`src/rtl/mult_seq_ctrl_if.sv`:
```
// mult_seq_ctrl_if: handshake bundle between the sequencer and its
// surroundings (operand shifter, multiplier datapath, output serializer).
// master drives the requests and status inputs; slave is the sequencer.
interface mult_seq_ctrl_if;
    logic start;       // new-multiply request, rising edge significant
    logic mult_done;   // multiplier product valid (level)
    logic fz;          // output serializer busy flag
    logic in_en;       // serial operand shift enable
    logic mult_start;  // one-cycle multiplier start pulse
    logic sz;          // serializer trigger, rising edge loads and shifts out
    logic busy;        // sequencer not idle
    logic done;        // one-cycle completion pulse
    logic error;       // sticky watchdog flag

    modport master (
        output start, mult_done, fz,
        input  in_en, mult_start, sz, busy, done, error
    );

    modport slave (
        input  start, mult_done, fz,
        output in_en, mult_start, sz, busy, done, error
    );
endinterface

```
`src/rtl/mult_seq_ctrl.sv`:
```
// mult_seq_ctrl: control sequencer for a serial-in multiplier with a
// serial-out result shifter. A start edge shifts in N_IN operand bits,
// pulses the multiplier, waits for its product, kicks the output
// serializer with a single sz rising edge, follows its fz busy flag
// through high and low, then pulses done.
// Optional watchdog: define MULT_SEQ_CTRL_WATCHDOG_EN to bound the
// WAIT_MULT / WAIT_FZ_* dwell times and trap into a sticky ERR state.
module mult_seq_ctrl #(
    parameter int N_IN     = 12,
    parameter int MULT_TMO = 64,
    parameter int OUT_TMO  = 32
) (
    input  logic           clk,
    input  logic           reset,
    mult_seq_ctrl_if.slave bus
);

    localparam int CW = 5;

    localparam logic [3:0] S_IDLE      = 4'd0;
    localparam logic [3:0] S_SHIFT_IN  = 4'd1;
    localparam logic [3:0] S_START     = 4'd2;
    localparam logic [3:0] S_WAIT_MULT = 4'd3;
    localparam logic [3:0] S_TRIGGER   = 4'd4;
    localparam logic [3:0] S_WAIT_FZ_HI = 4'd5;
    localparam logic [3:0] S_WAIT_FZ_LO = 4'd6;
    localparam logic [3:0] S_DONE      = 4'd7;
`ifdef MULT_SEQ_CTRL_WATCHDOG_EN
    localparam logic [3:0] S_ERR       = 4'd8;
`endif

    // The counter and dwell widths are fixed, so reject parameters they cannot hold.
    if (N_IN < 1 || N_IN > 31 || MULT_TMO < 1 || MULT_TMO > 127 ||
        OUT_TMO < 1 || OUT_TMO > 127) begin : g_bad_param
        $error("mult_seq_ctrl: parameter out of range");
    end

    logic [3:0]    state_q, state_d;
    logic [CW-1:0] bit_cnt_q, bit_cnt_d;
    logic          start_q, start_d;
    // Cleared by reset, set once start has been seen low: a start held
    // high across reset must drop before it can count as an edge.
    logic          start_arm_q, start_arm_d;
    logic          in_en_q, in_en_d;
    logic          mult_start_q, mult_start_d;
    logic          sz_q, sz_d;
    logic          busy_q, busy_d;
    logic          done_q, done_d;
    logic          start_edge;

    assign start_edge = bus.start & ~start_q & start_arm_q;

`ifdef MULT_SEQ_CTRL_WATCHDOG_EN
    logic [6:0] dwell_q, dwell_d;
    logic       error_q, error_d;
    logic       mult_tmo, out_tmo;

    // Last allowed cycle in the current wait state.
    assign mult_tmo = (dwell_q == 7'(MULT_TMO - 1));
    assign out_tmo  = (dwell_q == 7'(OUT_TMO - 1));

    // Dwell counter restarts on every state change and saturates.
    always_comb begin
        dwell_d = dwell_q;
        if (state_d != state_q)
            dwell_d = '0;
        else if (dwell_q != 7'h7f)
            dwell_d = dwell_q + 7'd1;
        error_d = (state_d == S_ERR);
    end

    // Watchdog state.
    always_ff @(posedge clk) begin
        if (reset) begin
            dwell_q <= '0;
            error_q <= 1'b0;
        end else begin
            dwell_q <= dwell_d;
            error_q <= error_d;
        end
    end

    assign bus.error = error_q;
`else
    assign bus.error = 1'b0;
`endif

    // Next-state and bit-counter logic.
    always_comb begin
        state_d     = state_q;
        bit_cnt_d   = bit_cnt_q;
        start_d     = bus.start;
        start_arm_d = start_arm_q | ~bus.start;
        case (state_q)
            S_IDLE: begin
                if (start_edge) begin
                    state_d   = S_SHIFT_IN;
                    bit_cnt_d = '0;
                end
            end
            S_SHIFT_IN: begin
                if (bit_cnt_q == CW'(N_IN - 1))
                    state_d = S_START;
                else
                    bit_cnt_d = bit_cnt_q + CW'(1);
            end
            S_START: state_d = S_WAIT_MULT;
            S_WAIT_MULT: begin
                if (bus.mult_done)
                    state_d = S_TRIGGER;
`ifdef MULT_SEQ_CTRL_WATCHDOG_EN
                else if (mult_tmo)
                    state_d = S_ERR;
`endif
            end
            S_TRIGGER: state_d = S_WAIT_FZ_HI;
            S_WAIT_FZ_HI: begin
                if (bus.fz)
                    state_d = S_WAIT_FZ_LO;
`ifdef MULT_SEQ_CTRL_WATCHDOG_EN
                else if (out_tmo)
                    state_d = S_ERR;
`endif
            end
            S_WAIT_FZ_LO: begin
                if (!bus.fz)
                    state_d = S_DONE;
`ifdef MULT_SEQ_CTRL_WATCHDOG_EN
                else if (out_tmo)
                    state_d = S_ERR;
`endif
            end
            S_DONE: state_d = S_IDLE;
`ifdef MULT_SEQ_CTRL_WATCHDOG_EN
            S_ERR: state_d = S_ERR;
`endif
            default: state_d = S_IDLE;
        endcase
    end

    // Outputs are decoded from the next state and registered, so they
    // line up with state_q and never glitch.
    always_comb begin
        in_en_d      = (state_d == S_SHIFT_IN);
        mult_start_d = (state_d == S_START);
        sz_d         = (state_d != S_TRIGGER);
        busy_d       = (state_d != S_IDLE);
        done_d       = (state_d == S_DONE);
    end

    // State, counter, start sampling and output registers.
    always_ff @(posedge clk) begin
        if (reset) begin
            state_q      <= S_IDLE;
            bit_cnt_q    <= '0;
            start_q      <= 1'b0;
            start_arm_q  <= 1'b0;
            in_en_q      <= 1'b0;
            mult_start_q <= 1'b0;
            sz_q         <= 1'b1;
            busy_q       <= 1'b0;
            done_q       <= 1'b0;
        end else begin
            state_q      <= state_d;
            bit_cnt_q    <= bit_cnt_d;
            start_q      <= start_d;
            start_arm_q  <= start_arm_d;
            in_en_q      <= in_en_d;
            mult_start_q <= mult_start_d;
            sz_q         <= sz_d;
            busy_q       <= busy_d;
            done_q       <= done_d;
        end
    end

    assign bus.in_en      = in_en_q;
    assign bus.mult_start = mult_start_q;
    assign bus.sz         = sz_q;
    assign bus.busy       = busy_q;
    assign bus.done       = done_q;

endmodule

```
`src/flat_wrapper.sv`:
```
// flat-port wrapper written by rule: the top's interface ports become plain ports
module mult_seq_ctrl_flat 
#(
    parameter int N_IN     = 12,
    parameter int MULT_TMO = 64,
    parameter int OUT_TMO  = 32
)
  (clk, reset, bus_start, bus_mult_done, bus_fz, bus_in_en, bus_mult_start, bus_sz, bus_busy, bus_done, bus_error);
  mult_seq_ctrl_if bus_i ();
  input  logic clk;
  input  logic reset;
  input wire logic [$bits(bus_i.start)-1:0] bus_start;
  input wire logic [$bits(bus_i.mult_done)-1:0] bus_mult_done;
  input wire logic [$bits(bus_i.fz)-1:0] bus_fz;
  output wire logic [$bits(bus_i.in_en)-1:0] bus_in_en;
  output wire logic [$bits(bus_i.mult_start)-1:0] bus_mult_start;
  output wire logic [$bits(bus_i.sz)-1:0] bus_sz;
  output wire logic [$bits(bus_i.busy)-1:0] bus_busy;
  output wire logic [$bits(bus_i.done)-1:0] bus_done;
  output wire logic [$bits(bus_i.error)-1:0] bus_error;
  assign bus_i.start = bus_start;
  assign bus_i.mult_done = bus_mult_done;
  assign bus_i.fz = bus_fz;
  assign bus_in_en = bus_i.in_en;
  assign bus_mult_start = bus_i.mult_start;
  assign bus_sz = bus_i.sz;
  assign bus_busy = bus_i.busy;
  assign bus_done = bus_i.done;
  assign bus_error = bus_i.error;
  mult_seq_ctrl #(.N_IN(N_IN), .MULT_TMO(MULT_TMO), .OUT_TMO(OUT_TMO)) u_core (.clk(clk), .reset(reset), .bus(bus_i));
endmodule
```
`config.mk`:
```
export PLATFORM = sky130hd
export DESIGN_NAME = mult_seq_ctrl_flat
export DESIGN_NICKNAME = d
export VERILOG_FILES = /design/src/rtl/mult_seq_ctrl_if.sv /design/src/rtl/mult_seq_ctrl.sv /design/src/flat_wrapper.sv
export SDC_FILE = /design/constraint.sdc
export NUM_CORES = 1
export LEC_CHECK = 0
export BUFFER_PORTS_ARGS = -buffer_cell sky130_fd_sc_hd__buf_4
export CAP_MARGIN = 20
export CORE_MARGIN = 3
export CORE_UTILIZATION = 53
export DETAILED_ROUTE_END_ITERATION = 6
export GPL_ROUTABILITY_DRIVEN = 0
export GPL_TIMING_DRIVEN = 0
export PLACE_DENSITY_LB_ADDON = 0.15
export SLEW_MARGIN = 10
export SYNTH_ARGS = -nofsm -noshare
export SYNTH_HDL_FRONTEND = slang
export SYNTH_SLANG_ARGS = --single-unit
```
`constraint.sdc`:
```
create_clock -name clk -period 1.99 [get_ports clk]
set_input_delay 0.199 -clock clk [delete_from_list [all_inputs] [get_ports clk]]
set_output_delay 0.199 -clock clk [all_outputs]
set_load 0.02 [all_outputs]
```
==> results.tsv <==
stage	metric	value	unit
critical_path	crit path DAT	1.87	ns
outcome	status	completed	
final_layout	Multi-input gate area	417	sq um
global_route	overall routing resource usage	0.174	
clock_network	clock sinks	16	
timing	fin crit period	1.71	ns
critical_path	Worst Path Class, Setup	flop to flop	
global_route	initial antenna violation count	0	
final_layout	diode count	0	
placed_design	I/O Buffers	9	
routing	final WL	1.44	mm
clock_network	post-CTS setup repair buffer count	0	
die	overall die area	2000	sq um
die	height of the die	44.7	um
critical_path	CP Data Required Time	2.15	ns
power_and_ir_drop	leak pwr	0.000375	uW
placed_design	Post-DP HPWL	1.09	mm
routing	DRC violation total after the first TritonRoute iteration	12	
synth	Post-Synthesis Cells	80	
synth	Synth top area share	0.403	
routing	wire per inst	13.2	um
synth	Commonest cells post-synth	dfxtp_1 (16), nand2_1 (7), a21oi_1 (6)	
timing	final hold violation count	0	
clock_network	TritonCTS buffer count	3	
synth	Post-synth ARST share	0	
synth	most numerous cell in the Yosys netlist	dfxtp_1	
timing	max-slew violations	0	
final_layout	Fill cells	123	
global_route	global-route wire length before repair	2.55	mm
die	die width	44.7	um
global_route	largest net degree at the start of global routing	11	
timing	Worst Max-Slew Pin Slew	0.510	ns
clock_network	clock tree buffer depth	2	
timing	Clock Skew	0.00199	ns
routing	Post-DRT Antenna Nets	0	
global_route	gr ovfl total	0	
final_layout	storage element area	320	sq um
timing	Max transition margin	0.660	
final_layout	nets	101	
timing	RSZ-0062 raised after global routing	no	
final_layout	area delta synth->final	15.9	%
power_and_ir_drop	Cell Pwr Density	632	nW/um^2
routing	DRC violations left	0	
die	Rows	13	
synth	Seq/Total Area, Yosys	0.403	
global_route	vias in the first global route	614	
synth	Main synth FF type	dfxtp_1	
synth	#FFs+latches synth	16	
timing	Tcrit/Tclk final	0.860	
job	Max Cap Viol	0	
synth	Mean Syn Cell Area	9.93	sq um
timing	final setup vio count	0	
clock_network	CTS Hold Buffers Added	0	
final_layout	fraction of layout cells with a size suffix above 1	0.255	
synth	top cell type by total area after synthesis	dfxtp_1	
synth	synth unique cells	36	
die	Initial Util	0.589	
routing	via count	634	
clock_network	cts repair resizes	0	
timing	Setup TNS	0	ns
clock_network	Clock transition at path regs	0.09	ns
routing	DRT Pass-1 Iters	4	
routing	uppermost layer routed	met4	
clock_network	Worst-Skew Late Latency	0.29	ns
synth	top cells by area, synth	dfxtp_1 (40%), buf_6 (4.3%), nor3_4 (4.1%)	
power_and_ir_drop	overall power	582	uW
critical_path	startpoint types	flop	
routing	WL met2	717	um
die	core area	1350	sq um
synth	mapped cell area	795	sq um
hold_path	HP Class	primary input to flop	
routing	Via density	5.82	
power_and_ir_drop	worst ir drop on vdd	0.492	mV
critical_path	crit end category	flop	
synth	synth warn	0	
routing	met3 WL	66	um
synth	EDFF count, synth	0	
clock_network	Root Buffer	clkbuf_4	
routing	met1 wire length	632	um
timing	Max Freq	584	MHz
die	total I/O pin count	11	
clock_network	H-tree level count	1	
clock_network	TritonCTS clock tree	yes	
critical_path	maximum fanout along the worst path	7	
report_power, final:
part,switching [uW],internal (uW)
registers,4.48,326
clock network,101,112
logic,22.9,17.2
final timing paths:
kind | startpoint | to | slack, ns | depth (start not counted)
worst max-delay path | u_core.bit_cnt_q[0] | u_core.bus.sz | 0.28 | 6
worst min-delay path | bus_start | u_core.start_arm_q | 0.09 | 2
worst max register to register | u_core.bit_cnt_q[0] | u_core.bus.sz | 0.28 | 6
worst min register to register | u_core.start_arm_q | u_core.start_arm_q | 0.46 | 2
cell type report:
type | instances | share of cell area
Sequential cell | 16 | 0.348
Clock buffer | 4 | 0.0394
Tap cell | 15 | 0.0204
Multi-Input combinational cell | 56 | 0.452
Buffer | 6 | 0.0543
Inverter | 3 | 0.0122
Timing Repair Buffer | 9 | 0.0734
cell families (layout without fill, tap and decap cells):
group / count (synthesis) / in the layout / synth area share
and+or+nand+nor: 34 / 34 / 0.307
AOI/OAI and AO/OA: 17 / 17 / 0.167
DFF: 16 / 16 / 0.403
buffers and inverters: 9 / 22 / 0.0772
muxes: 2 / 2 / 0.0252
adders and majority gates: 1 / 1 / 0.0157
other: 1 / 2 / 0.00472
per-stage QoR:
stage	hold WS, ns	util	instances	area (sq um)	setup WS [ns]
5_1_grt	0.0969	0.682	109	921	0.158
6_report	0.0926	0.682	109	921	0.279
3_5_place_dp	0.397	0.655	105	885	0.293
3_3_place_gp	0.390	0.655	105	885	0.316
4_1_cts	0.0880	0.682	109	921	0.281
2_1_floorplan	0.286	-	81	798	0.491
sequential cells by signal (all words and copies together), names as in the netlist:
signal,count
u_core.start_arm_q,1
u_core.bus.done,1
u_core.bus.sz,1
u_core.bus.in_en,1
u_core.state_q,4
u_core.bus.mult_start,1
u_core.bus.busy,1
u_core.start_q,1
u_core.bit_cnt_q,5
critical path, cell delays in order (launching register included):
cell	delay, ns
dfxtp_1	0.37
ha_1	0.26
nand4bb_1	0.16
and3_4	0.20
buf_6	0.13
nor3_4	0.31
o311ai_1	0.15
cells in the final DEF (no fill, tap or decap), types with 2 or more instances in the layout:
cell / n
mux2i_1: 2
and3_1: 2
nor3_4: 2
and4bb_1: 2
nor2b_1: 2
nand3_1: 3
buf_4: 10
buf_6: 3
nor2_1: 2
nand2b_1: 5
nand2_1: 7
dfxtp_1: 16
a21oi_1: 6
conb_1: 2
clkbuf_4: 3
o2111ai_1: 3
inv_1: 3
metal layers:
metal  global-route usage  vias to the layer above
li1                     -                      321
met1                0.196                      296
met2                0.312                       14
met3               0.0239                        3
met4               0.0904                        0
met5                    0                        -
Power figures use the tool's default switching activity.
